--- config.mk ---
export PLATFORM = sky130hd
export DESIGN_NAME = req_scan_serializer_flat
export DESIGN_NICKNAME = d
export VERILOG_FILES = /design/src/rtl/req_scan_if.sv /design/src/rtl/req_scan_serializer.sv /design/src/flat_wrapper.sv
export SDC_FILE = /design/constraint.sdc
export NUM_CORES = 1
export LEC_CHECK = 0
export CAP_MARGIN = 0
export CORE_AREA = 2 2 39 41
export DETAILED_ROUTE_END_ITERATION = 10
export DIE_AREA = 0 0 41 43
export GPL_TIMING_DRIVEN = 0
export PLACE_DENSITY = 0.8
export SYNTH_ARGS = -nofsm -noshare
export SYNTH_HDL_FRONTEND = slang
export SYNTH_SLANG_ARGS = --single-unit
--- constraint.sdc ---
create_clock -name clk -period 2.1 [get_ports clk]
set_clock_uncertainty 0.05 [all_clocks]
set_input_delay 0.42 -clock clk [delete_from_list [all_inputs] [get_ports clk]]
set_output_delay 0.42 -clock clk [all_outputs]
set_load 0.005 [all_outputs]
--- src/rtl/req_scan_if.sv ---
// Handshake bundle for req_scan_serializer: vector input channel and serial position output channel.
interface req_scan_if #(
    parameter int N     = 8,
    parameter int POS_W = $clog2(N)
);
    logic             in_valid;
    logic             in_ready;
    logic [N-1:0]     in_vec;
    logic             out_valid;
    logic             out_ready;
    logic [POS_W-1:0] out_pos;
    logic             out_last;

    modport master (
        output in_valid, in_vec, out_ready,
        input  in_ready, out_valid, out_pos, out_last
    );

    modport slave (
        input  in_valid, in_vec, out_ready,
        output in_ready, out_valid, out_pos, out_last
    );
endinterface

--- src/rtl/req_scan_serializer.sv ---
// Serializes a multi-hot request vector into set-bit indices, highest first.
// Optional REQ_COUNT_EN adds the pend_cnt popcount output.
//
// state | meaning
// IDLE  | ready for a new vector, nothing pending
// EMIT  | presenting highest pending index until the last bit is handed off
module req_scan_serializer #(
    parameter int N     = 8,
    parameter int POS_W = $clog2(N)
) (
    input  logic       clk,
    input  logic       rst_n,
    req_scan_if.slave  bus,
    output logic       busy
`ifdef REQ_COUNT_EN
    ,
    output logic [POS_W:0] pend_cnt
`endif
);

    typedef enum logic {
        IDLE = 1'b0,
        EMIT = 1'b1
    } state_t;

    state_t           state_q, state_d;
    logic [N-1:0]     pending_q, pending_d;
    logic [POS_W-1:0] top_pos;
    logic             one_left;

    // Ascending scan so the highest set bit wins; pending==0 yields 0.
    always_comb begin
        top_pos = '0;
        for (int i = 0; i < N; i++) begin
            if (pending_q[i]) top_pos = POS_W'(i);
        end
    end

    assign one_left = (pending_q != '0) && ((pending_q & (pending_q - N'(1))) == '0);

    assign bus.in_ready  = (state_q == IDLE);
    assign bus.out_valid = (state_q == EMIT);
    assign bus.out_pos   = top_pos;
    assign bus.out_last  = one_left;
    assign busy          = (state_q == EMIT);

    always_comb begin
        state_d   = state_q;
        pending_d = pending_q;
        case (state_q)
            IDLE: begin
                if (bus.in_valid && (bus.in_vec != '0)) begin
                    pending_d = bus.in_vec;
                    state_d   = EMIT;
                end
            end
            EMIT: begin
                if (bus.out_ready) begin
                    pending_d = pending_q & ~(N'(1) << top_pos);
                    if (one_left) state_d = IDLE;
                end
            end
            default: begin
                state_d   = IDLE;
                pending_d = '0;
            end
        endcase
    end

    always_ff @(posedge clk or negedge rst_n) begin
        if (!rst_n) begin
            state_q   <= IDLE;
            pending_q <= '0;
        end else begin
            state_q   <= state_d;
            pending_q <= pending_d;
        end
    end

`ifdef REQ_COUNT_EN
    logic [POS_W:0] cnt_q, cnt_d;
    logic [POS_W:0] vec_pop;

    always_comb begin
        vec_pop = '0;
        for (int i = 0; i < N; i++) begin
            vec_pop = vec_pop + (POS_W + 1)'(bus.in_vec[i]);
        end
    end

    always_comb begin
        cnt_d = cnt_q;
        if ((state_q == IDLE) && bus.in_valid && (bus.in_vec != '0)) begin
            cnt_d = vec_pop;
        end else if ((state_q == EMIT) && bus.out_ready) begin
            cnt_d = cnt_q - (POS_W + 1)'(1);
        end
    end

    always_ff @(posedge clk or negedge rst_n) begin
        if (!rst_n) cnt_q <= '0;
        else        cnt_q <= cnt_d;
    end

    assign pend_cnt = cnt_q;
`endif

endmodule
--- src/flat_wrapper.sv ---
// flat-port wrapper written by rule: the top's interface ports become plain ports
module req_scan_serializer_flat 
#(
    parameter int N     = 8,
    parameter int POS_W = $clog2(N)
)
  (clk, rst_n, busy, bus_in_valid, bus_in_vec, bus_out_ready, bus_in_ready, bus_out_valid, bus_out_pos, bus_out_last);
  req_scan_if #(.N(N), .POS_W(POS_W)) bus_i ();
  input  logic clk;
  input  logic rst_n;
  output logic busy;
  input wire logic [$bits(bus_i.in_valid)-1:0] bus_in_valid;
  input wire logic [$bits(bus_i.in_vec)-1:0] bus_in_vec;
  input wire logic [$bits(bus_i.out_ready)-1:0] bus_out_ready;
  output wire logic [$bits(bus_i.in_ready)-1:0] bus_in_ready;
  output wire logic [$bits(bus_i.out_valid)-1:0] bus_out_valid;
  output wire logic [$bits(bus_i.out_pos)-1:0] bus_out_pos;
  output wire logic [$bits(bus_i.out_last)-1:0] bus_out_last;
  assign bus_i.in_valid = bus_in_valid;
  assign bus_i.in_vec = bus_in_vec;
  assign bus_i.out_ready = bus_out_ready;
  assign bus_in_ready = bus_i.in_ready;
  assign bus_out_valid = bus_i.out_valid;
  assign bus_out_pos = bus_i.out_pos;
  assign bus_out_last = bus_i.out_last;
  req_scan_serializer #(.N(N), .POS_W(POS_W)) u_core (.clk(clk), .rst_n(rst_n), .bus(bus_i), .busy(busy));
endmodule
* After elaboration in Yosys (flattened, before gate mapping)
Index checks and enable logic that the tools add are counted.
** Word-level totals
- Bits in registers :: 9
- Input port bits :: 12
- Output and inout port bits :: 7
- Word-level logic and storage cells :: 30
** Operators by class
- Add/subtract/negate cells :: 1
- Eq/ne operators :: 2
- Shift operators :: 1
- Multiplexer cells :: 14
- Bitwise operators :: 4
- Reduce and logical (&&, ||, !) cells :: 6
** Operators with widths (number)
- $mux W3 :: 6
- $and A8 B8 Y8 :: 2
- $mux W8 :: 2
- $pmux W8 S2 :: 1
- $reduce_bool A8 Y1 :: 2
- $logic_not A8 Y1 :: 1
- $not A8 Y8 :: 1
- $shl A1 B3 Y8 const A :: 1
- $sub A8 B1 Y8 const B :: 1
- $mux W1 :: 4
- $logic_and A1 B1 Y1 :: 2
- $ne A2 B1 Y1 const B :: 1
- $ne A2 B2 Y1 const B :: 1
- $pmux W1 S2 :: 1
- $reduce_and A2 Y1 :: 1
- $not A1 Y1 :: 1

* Depth between registers and ports, before layout
Gate-level depths: netlist of the first run.
- Depth after elaboration :: 12
- Gate-level depth with buffers :: 5

* Worst setup path after synthesis of the first run
No wires, ideal clock.
- Kind :: register to output
- Start point :: reg u_core.pending_q[4]
- End point :: out bus_out_last
- Data arrival time :: 1148 ps
- Required time :: 1630 ps
- Slack :: 482 ps
- Stages on the path, launching flop included :: 5
- Cell sequence :: dfrtp_1 nor3_2 nand3_1 o211ai_1 nor2b_1
** On the way
- Word-level cells in the longest chain between the ends :: 4
- Elaborated cells between the ends (all ways) :: 5
- Classes of those cells :: 1 x add/sub; 1 x bitwise; 3 x reduce/logical
** RTL lines
- start: declaration :: RTL line req_scan_serializer.sv:27 : logic [N-1:0] pending_q, pending_d;
- start signal: assignment :: RTL line req_scan_serializer.sv:76 : pending_q <= pending_d;
- $sub A8 B1 Y8 :: RTL line req_scan_serializer.sv:39 : assign one_left = (pending_q != '0) && ((pending_q & (pending_q - N'(1))) == '0);
- $and A8 B8 Y8 :: RTL line req_scan_serializer.sv:39
- $logic_not A8 Y1 :: RTL line req_scan_serializer.sv:39
- $logic_and A1 B1 Y1 * :: RTL line req_scan_serializer.sv:39
- end: declaration :: RTL line flat_wrapper.sv:18 : output wire logic [$bits(bus_i.out_last)-1:0] bus_out_last;
Mark *: on every way between the ends. The rest lies on a longest branch, timed or not.

* Worst setup path after layout of the first run
- Start point :: reg u_core.pending_q[1]
- End point :: out bus_out_last
Same word-level chain as after synthesis.

==> results_dict.tcl, run 1 <==
set metrics [dict create \
    drc 0 \
    relSlewSlack_pct 72.3 \
    drtAntennaViolNets 0 \
    layout_common_cells "clkdlybuf4s50_1 (16), nand2_1 (7), buf_4 (6), dfrtp_1 (6), a21oi_1 (4)" \
    synth_top_family_by_area "compound AO/OA/AOI/OAI gates" \
    drt_iter0_drc 12 \
    io_buffers 18 \
    crit_path_end_kind "output port" \
    synthCells 68 \
    status "finished, violations left" \
    synth.net_count 80 \
    ys_warn_count 0 \
    rsz0062_at_grt "true" \
    setup_slack_ns -0.0840 \
    slew_violations 0 \
    setup_viol 2 \
    power.leakage_nw 0.370 \
    clock_sinks 9 \
    grt_max_degree 11 \
    reg2reg_from "u_core.pending_q[1]$_DFFE_PN0P_" \
    yosysSeqAreaShare_pct 36.4 \
    areaGrowthSynthToFinish_pct 45.9 \
    crit_type "flip-flop to output port" \
    grtUsageMet3_pct 7.33 \
    finalSetupTns_ns -0.0969 \
    peakVddDrop_v 0.000655 \
    clock_latency_ns 0.27 \
    fillers 124 \
    initial_utilization_pct 44.8 \
    core_sq_um 1380 \
    period_needed_ns 2.18 \
    max_cap_violations 0 \
    synthSimpleGateAreaFrac_pct 27.9 \
    routedWlPerCell_microns 16.6 \
    synthTopCellsByArea "dfrtp_1 (36%), nand2_1 (4.2%), a22o_1 (4.2%)" \
    use_met1_pct 26.7 \
    dr.pass1.iters 6 \
    cts_root_buf "clkbuf_4" \
    worst_pin_slew_ns 0.415 \
    critPathRequiredTime_ns 1.63 \
    yosysTopAreaCellShare_pct 36.4 \
    failed_checks "negative setup slack" \
    p_per_area_nw_per_um2 1290 \
    cts_max_level 1 \
    place.gp.congestion 0.827 \
    grt_pass1_vias 645 \
    cts_buffers 3 \
    cts_tree "yes" \
    post-route-period-util_pct 104 \
    clockBufferDepth 2 \
    synth-seq-cells 9 \
    reg2reg_to "u_core.pending_q[0]$_DFFE_PN0P_" \
    synthesis.area_sq_um 619 \
    dpl_worst_slack_ns -0.164 \
    vias_per_cell 6.05 \
    grt.busiest_layer "met2" \
    synth_fa_ha_area_share_pct 0 \
    dpl.hpwl_microns 1170 \
    ios 19 \
    die-area_sq_um 1760 \
    r2r_slack_ns 0.52 \
    antenna_found_initial 0 \
    clock.fmax_ghz 0.458 \
    clk_pin_slew_worst_paths_ns 0.07 \
    hold_class "input port to async pin" \
    r2r_cells 6 \
    hold_viol 0 \
    crit_arrival_ns 1.71 \
    synth_area_per_cell_sq_um 9.11 \
    overflow 0 \
    cts_hold_buf 0 \
    grt_pass1_wl_microns 2890 \
    critPathLaunch "u_core.pending_q[1]$_DFFE_PN0P_" \
    die_x_microns 41 \
    synth-compound-area-share_pct 30.1 \
    worstSetupEndpoint "bus_out_last" \
    grt.total_usage_pct 25.2 \
    wl_microns 1840 \
    rows 14 \
    synth-xor-area-share_pct 0 \
    drive_gt1_share_pct 27.4 \
    layout_commonest_cell "clkdlybuf4s50_1" \
    synth_cell_types 31 \
    gr-usage-met2_pct 41.3 \
    synth_mux_area_share_pct 0 \
    vias 671 \
    diodes 0 \
    yosys.area.top_type "dfrtp_1" \
    crit_path_start_kind "flip-flop" \
    nets 108 \
    path_max_fanout 4 \
    die_h_microns 43 \
]
-- sequential cells by signal, summed over array words and instances (netlist names) --
register,cells
u_core.pending_q,8
u_core.bus.out_valid,1
-- area by class of cell --
cell class              instances  area (sq um)  area share (%)
clock buffers                   4          26.3            2.91
flip-flops and latches          9           229            25.3
repair buffers                 23           211            23.4
plain buffers                   3          23.8            2.63
multi-input cells              53           382            42.2
well taps                      16          20.0            2.22
inverters                       3          11.3            1.25
-- per-layer routing --
metal  vias up  wire length, microns
met1       303                   683
met4         0                   131
met5         -                     0
met3        15                   131
met2        43                   892
li1        310                     -
-- metrics by stage --
step	instances	total power (W)	instance area [sq um]	hold WS (ns)	utilization [%]
6_report	111	0.00116	903	0.396	65.3
5_1_grt	111	0.00124	903	0.430	65.3
4_1_cts	111	0.00114	898	0.416	64.9
3_5_place_dp	102	0.000900	820	0.532	59.2
3_3_place_gp	102	0.000888	820	0.536	59.2
2_1_floorplan	68	0.000667	619	0.0744	-
-- critical path, cell delays in order, from the launching register on --
cell and delay [ns]:
dfrtp_2 0.43, nor3_4 0.25, nand3_2 0.11, o211ai_1 0.31, nor2b_2 0.23, buf_2 0.12
-- Yosys cell counts (all sizes together) --
master and n:
a21boi 1, a21o 3, a21oi 6, a221o 2
a22o 3, a22oi 1, a31oi 1, and3 2
buf 3, dfrtp 9, inv 3, nand2 7
nand2b 3, nand3 4, nand4 1, nor2 5
nor2b 1, nor3 2, nor3b 1, nor4 2
o211ai 3, o21ai 2, o21ba 1, o21bai 1
o31ai 1
-- power breakdown --
| part | leakage (nW) | switching [W] | internal (W) |
|---|---|---|---|
| clock network | 0.0150 | 0.0000665 | 0.0000735 |
| registers | 0.102 | 0.000112 | 0.000240 |
| logic | 0.253 | 0.000304 | 0.000369 |
-- how the worst min path moves through the flow --
stage	slack (ns)	from	depth (start not counted)	end
final	0.40	rst_n	1	u_core.pending_q[5]$_DFFE_PN0P_
after global routing	0.43	rst_n	1	u_core.bus.out_valid$_DFF_PN0_
after CTS	0.42	rst_n	1	u_core.pending_q[7]$_DFFE_PN0P_
after detailed placement	0.53	u_core.pending_q[0]$_DFFE_PN0P_	1	u_core.pending_q[0]$_DFFE_PN0P_
after global placement	0.54	u_core.pending_q[2]$_DFFE_PN0P_	1	u_core.pending_q[2]$_DFFE_PN0P_
after floorplan	0.07	rst_n	0	u_core.bus.out_valid$_DFF_PN0_
-- what timing repair did --
item,in CTS,in global routing
gates resized for setup,12,1
setup endpoints to repair,2,2
pin swaps,4,5
setup buffers,5,0
-- logic make-up (layout without fill, tap and decap cells) --
family,Yosys count,in the layout
buf+inv,6,33
simple gates,28,28
flops,9,9
compound gates,25,25
No activity file was read; power rests on OpenSTA's default activity.
==> run 2, diff against run 1 <==
--- a/config.mk
+++ b/config.mk
@@ -5,12 +5,14 @@
 export SDC_FILE = /design/constraint.sdc
 export NUM_CORES = 1
 export LEC_CHECK = 0
+export ABC_AREA = 1
 export CAP_MARGIN = 0
-export CORE_AREA = 2 2 39 41
+export CORE_MARGIN = 1
+export CORE_UTILIZATION = 48
 export DETAILED_ROUTE_END_ITERATION = 10
-export DIE_AREA = 0 0 41 43
 export GPL_TIMING_DRIVEN = 0
 export PLACE_DENSITY = 0.8
+export SKIP_LAST_GASP = 1
 export SYNTH_ARGS = -nofsm -noshare
 export SYNTH_HDL_FRONTEND = slang
 export SYNTH_SLANG_ARGS = --single-unit
==> run 2 against run 1 <==
Clock power decreased by 6%. First-iteration DRC count decreased by 33%. Final area shrank 1.1%. Clock-buffer cell count unchanged. Cell count increased by 24%. The run now ends clean. Critical path depth down 1. Area after synthesis grew 3.8%. Worst setup slack better by 0.18 ns. Critical endpoint is now bus_out_pos[1].
==> results_dict.tcl, run 2 <==
set metrics [dict create \
    setup_slack_ns 0.0930 \
    crit_path_start_kind "flip-flop" \
    yosysSeqAreaShare_pct 35.0 \
    die_h_microns 38.6 \
    synthesis.area_sq_um 643 \
    power.leakage_nw 0.461 \
    synthTopCellsByArea "dfrtp_1 (35%), nand2_1 (22%), nand3_1 (11%)" \
    synthCells 101 \
    critPathLaunch "u_core.pending_q[5]$_DFFE_PN0P_" \
    initial_utilization_pct 54.9 \
    grt_max_degree 11 \
    dpl_worst_slack_ns 0.0892 \
    p_per_area_nw_per_um2 1490 \
    place.gp.congestion 0.801 \
    slew_violations 0 \
    post-route-period-util_pct 95.6 \
    grt.total_usage_pct 22.8 \
    antenna_found_initial 0 \
    synth_cell_types 17 \
    setup_viol 0 \
    yosys.cell_count.top_type "nand2_1" \
    rows 12 \
    period_needed_ns 2.01 \
    synthTopCellsByCount "nand2_1 (37), nand3_1 (14), inv_1 (11), dfrtp_1 (9), nor2_1 (8)" \
    post-route-util_pct 76.3 \
    nets 137 \
    clock.fmax_ghz 0.498 \
    cts_root_buf "clkbuf_4" \
    cts_max_level 1 \
    clk_pin_slew_worst_paths_ns 0.06 \
    worstPathCellList "nor2_2 > inv_1 > o21ai_2 > clkdlybuf4s50_1" \
    dr.pass1.iters 4 \
    r2r_cells 7 \
    areaGrowthSynthToFinish_pct 38.9 \
    hold_class "input port to async pin" \
    drt_iter0_drc 8 \
    synth-edff-count 0 \
    cts_tree "yes" \
    hold_viol 0 \
    dpl.hpwl_microns 1080 \
    reg2reg_to "u_core.pending_q[6]$_DFFE_PN0P_" \
    core_sq_um 1170 \
    critPathMaxStageDelay_ns 0.51 \
    synth.net_count 113 \
    io_buffers 18 \
    cpMaxStageDelayCell "clkdlybuf4s50_1" \
    diodes 0 \
    yosysTopAreaCellShare_pct 35.0 \
    grt_pass1_vias 575 \
    largest_reg_flops 8 \
    r2r_slack_ns 0.67 \
    path_max_fanout 4 \
    crit_path_end_kind "output port" \
    crit_arrival_ns 1.54 \
    die-area_sq_um 1490 \
    peakVddDrop_v 0.000760 \
    crit_type "flip-flop to output port" \
    clock_latency_ns 0.25 \
    drive_gt1_share_pct 13.7 \
    ios 19 \
    overflow 0 \
    total_power_w 0.00133 \
    layout_common_cells "nand2_1 (37), clkdlybuf4s50_1 (16), nand3_1 (14), inv_1 (11), dfrtp_1 (8)" \
    reg2reg_from "u_core.bus.out_valid$_DFF_PN0_" \
    status "complete, no violations" \
    async_flop_share_pct 100 \
    layout_commonest_cell "nand2_1" \
    wl_microns 1380 \
    ys_warn_count 0 \
    clock_sinks 9 \
    vias_per_cell 4.99 \
    yosys.area.top_type "dfrtp_1" \
    max_cap_violations 0 \
    drtAntennaViolNets 0 \
    ys.flop_type "dfrtp_1" \
    relSlewSlack_pct 73.1 \
    cts_buffers 3 \
    worst_pin_slew_ns 0.403 \
    hold-worst-slack_ns 0.406 \
    grt_pass1_wl_microns 2300 \
    drc 0 \
    synth-seq-cells 9 \
    synth_area_per_cell_sq_um 6.37 \
    critPathRequiredTime_ns 1.63 \
    routedWlPerCell_microns 9.96 \
    vias 688 \
    clockBufferDepth 2 \
    die_x_microns 38.6 \
    regMostFlops "u_core.pending_q" \
]
-- run 2: logic make-up after synthesis --
| logic type | Yosys count | synth area share [%] |
|---|---|---|
| flops | 9 | 35.0 |
| simple gates | 68 | 46.7 |
| compound gates | 10 | 8.95 |
| buf+inv | 14 | 9.34 |
-- run 2: worst max-delay path, delay by kind of cell, from the launching register on --
kind / cells / cell delay, ns
AO/OA/AOI/OAI: 1 / 0.12
buffers and inverters: 2 / 0.59
flip-flops: 1 / 0.41
AND/OR/NAND/NOR: 1 / 0.16
-- run 2: how the worst max path moves through the flow --
stage / endpoint / cells past startpoint
global route: bus_out_pos[1] / 4
global placement: bus_out_last / 8
CTS: bus_out_last / 8
detailed placement: bus_out_last / 6
finish: bus_out_pos[1] / 4
floorplan: bus_out_last / 5
-- run 2: cell type report --
type / count / area [sq um]
Timing Repair Buffer: 19 / 189
Clock buffer: 4 / 26.3
Inverter: 11 / 41.3
Multi-Input combinational cell: 78 / 374
Fill cell: 99 / 278
Tap cell: 14 / 17.5
Buffer: 3 / 18.8
Sequential cell: 9 / 226
-- run 2: layer usage --
metal / up-vias / part of all wire (%) / GRT usage (%)
met4: 0 / 1.4 / 12.9
met5: - / 0 / 0
met1: 295 / 48 / 30.5
met3: 2 / 2.6 / 1.73
li1: 373 / - / -
met2: 18 / 48 / 35.8
-- run 2: power by group --
group	total [W]	switching, W	internal (W)
Sequential	0.000351	0.0000947	0.000256
Combinational	0.000844	0.000446	0.000398
Clock	0.000132	0.0000588	0.0000731
-- run 2: what timing repair did --
| item | 4_1_cts | 5_1_grt |
|---|---|---|
| buffers inserted | 1 | 0 |
| endpoints found under the setup margin | 2 | 2 |
| resized for setup | 3 | 4 |
| hold buffers | 0 | 0 |
| pin swaps | 0 | 1 |
-- run 2: through the flow --
stage / cell area [sq um] / setup TNS (ns) / std cells
floorplan: 643 / 0 / 101
global placement: 841 / 0 / 133
detailed placement: 841 / 0 / 133
CTS: 883 / -0.144 / 138
global route: 893 / -0.00344 / 138
finish: 893 / 0 / 138
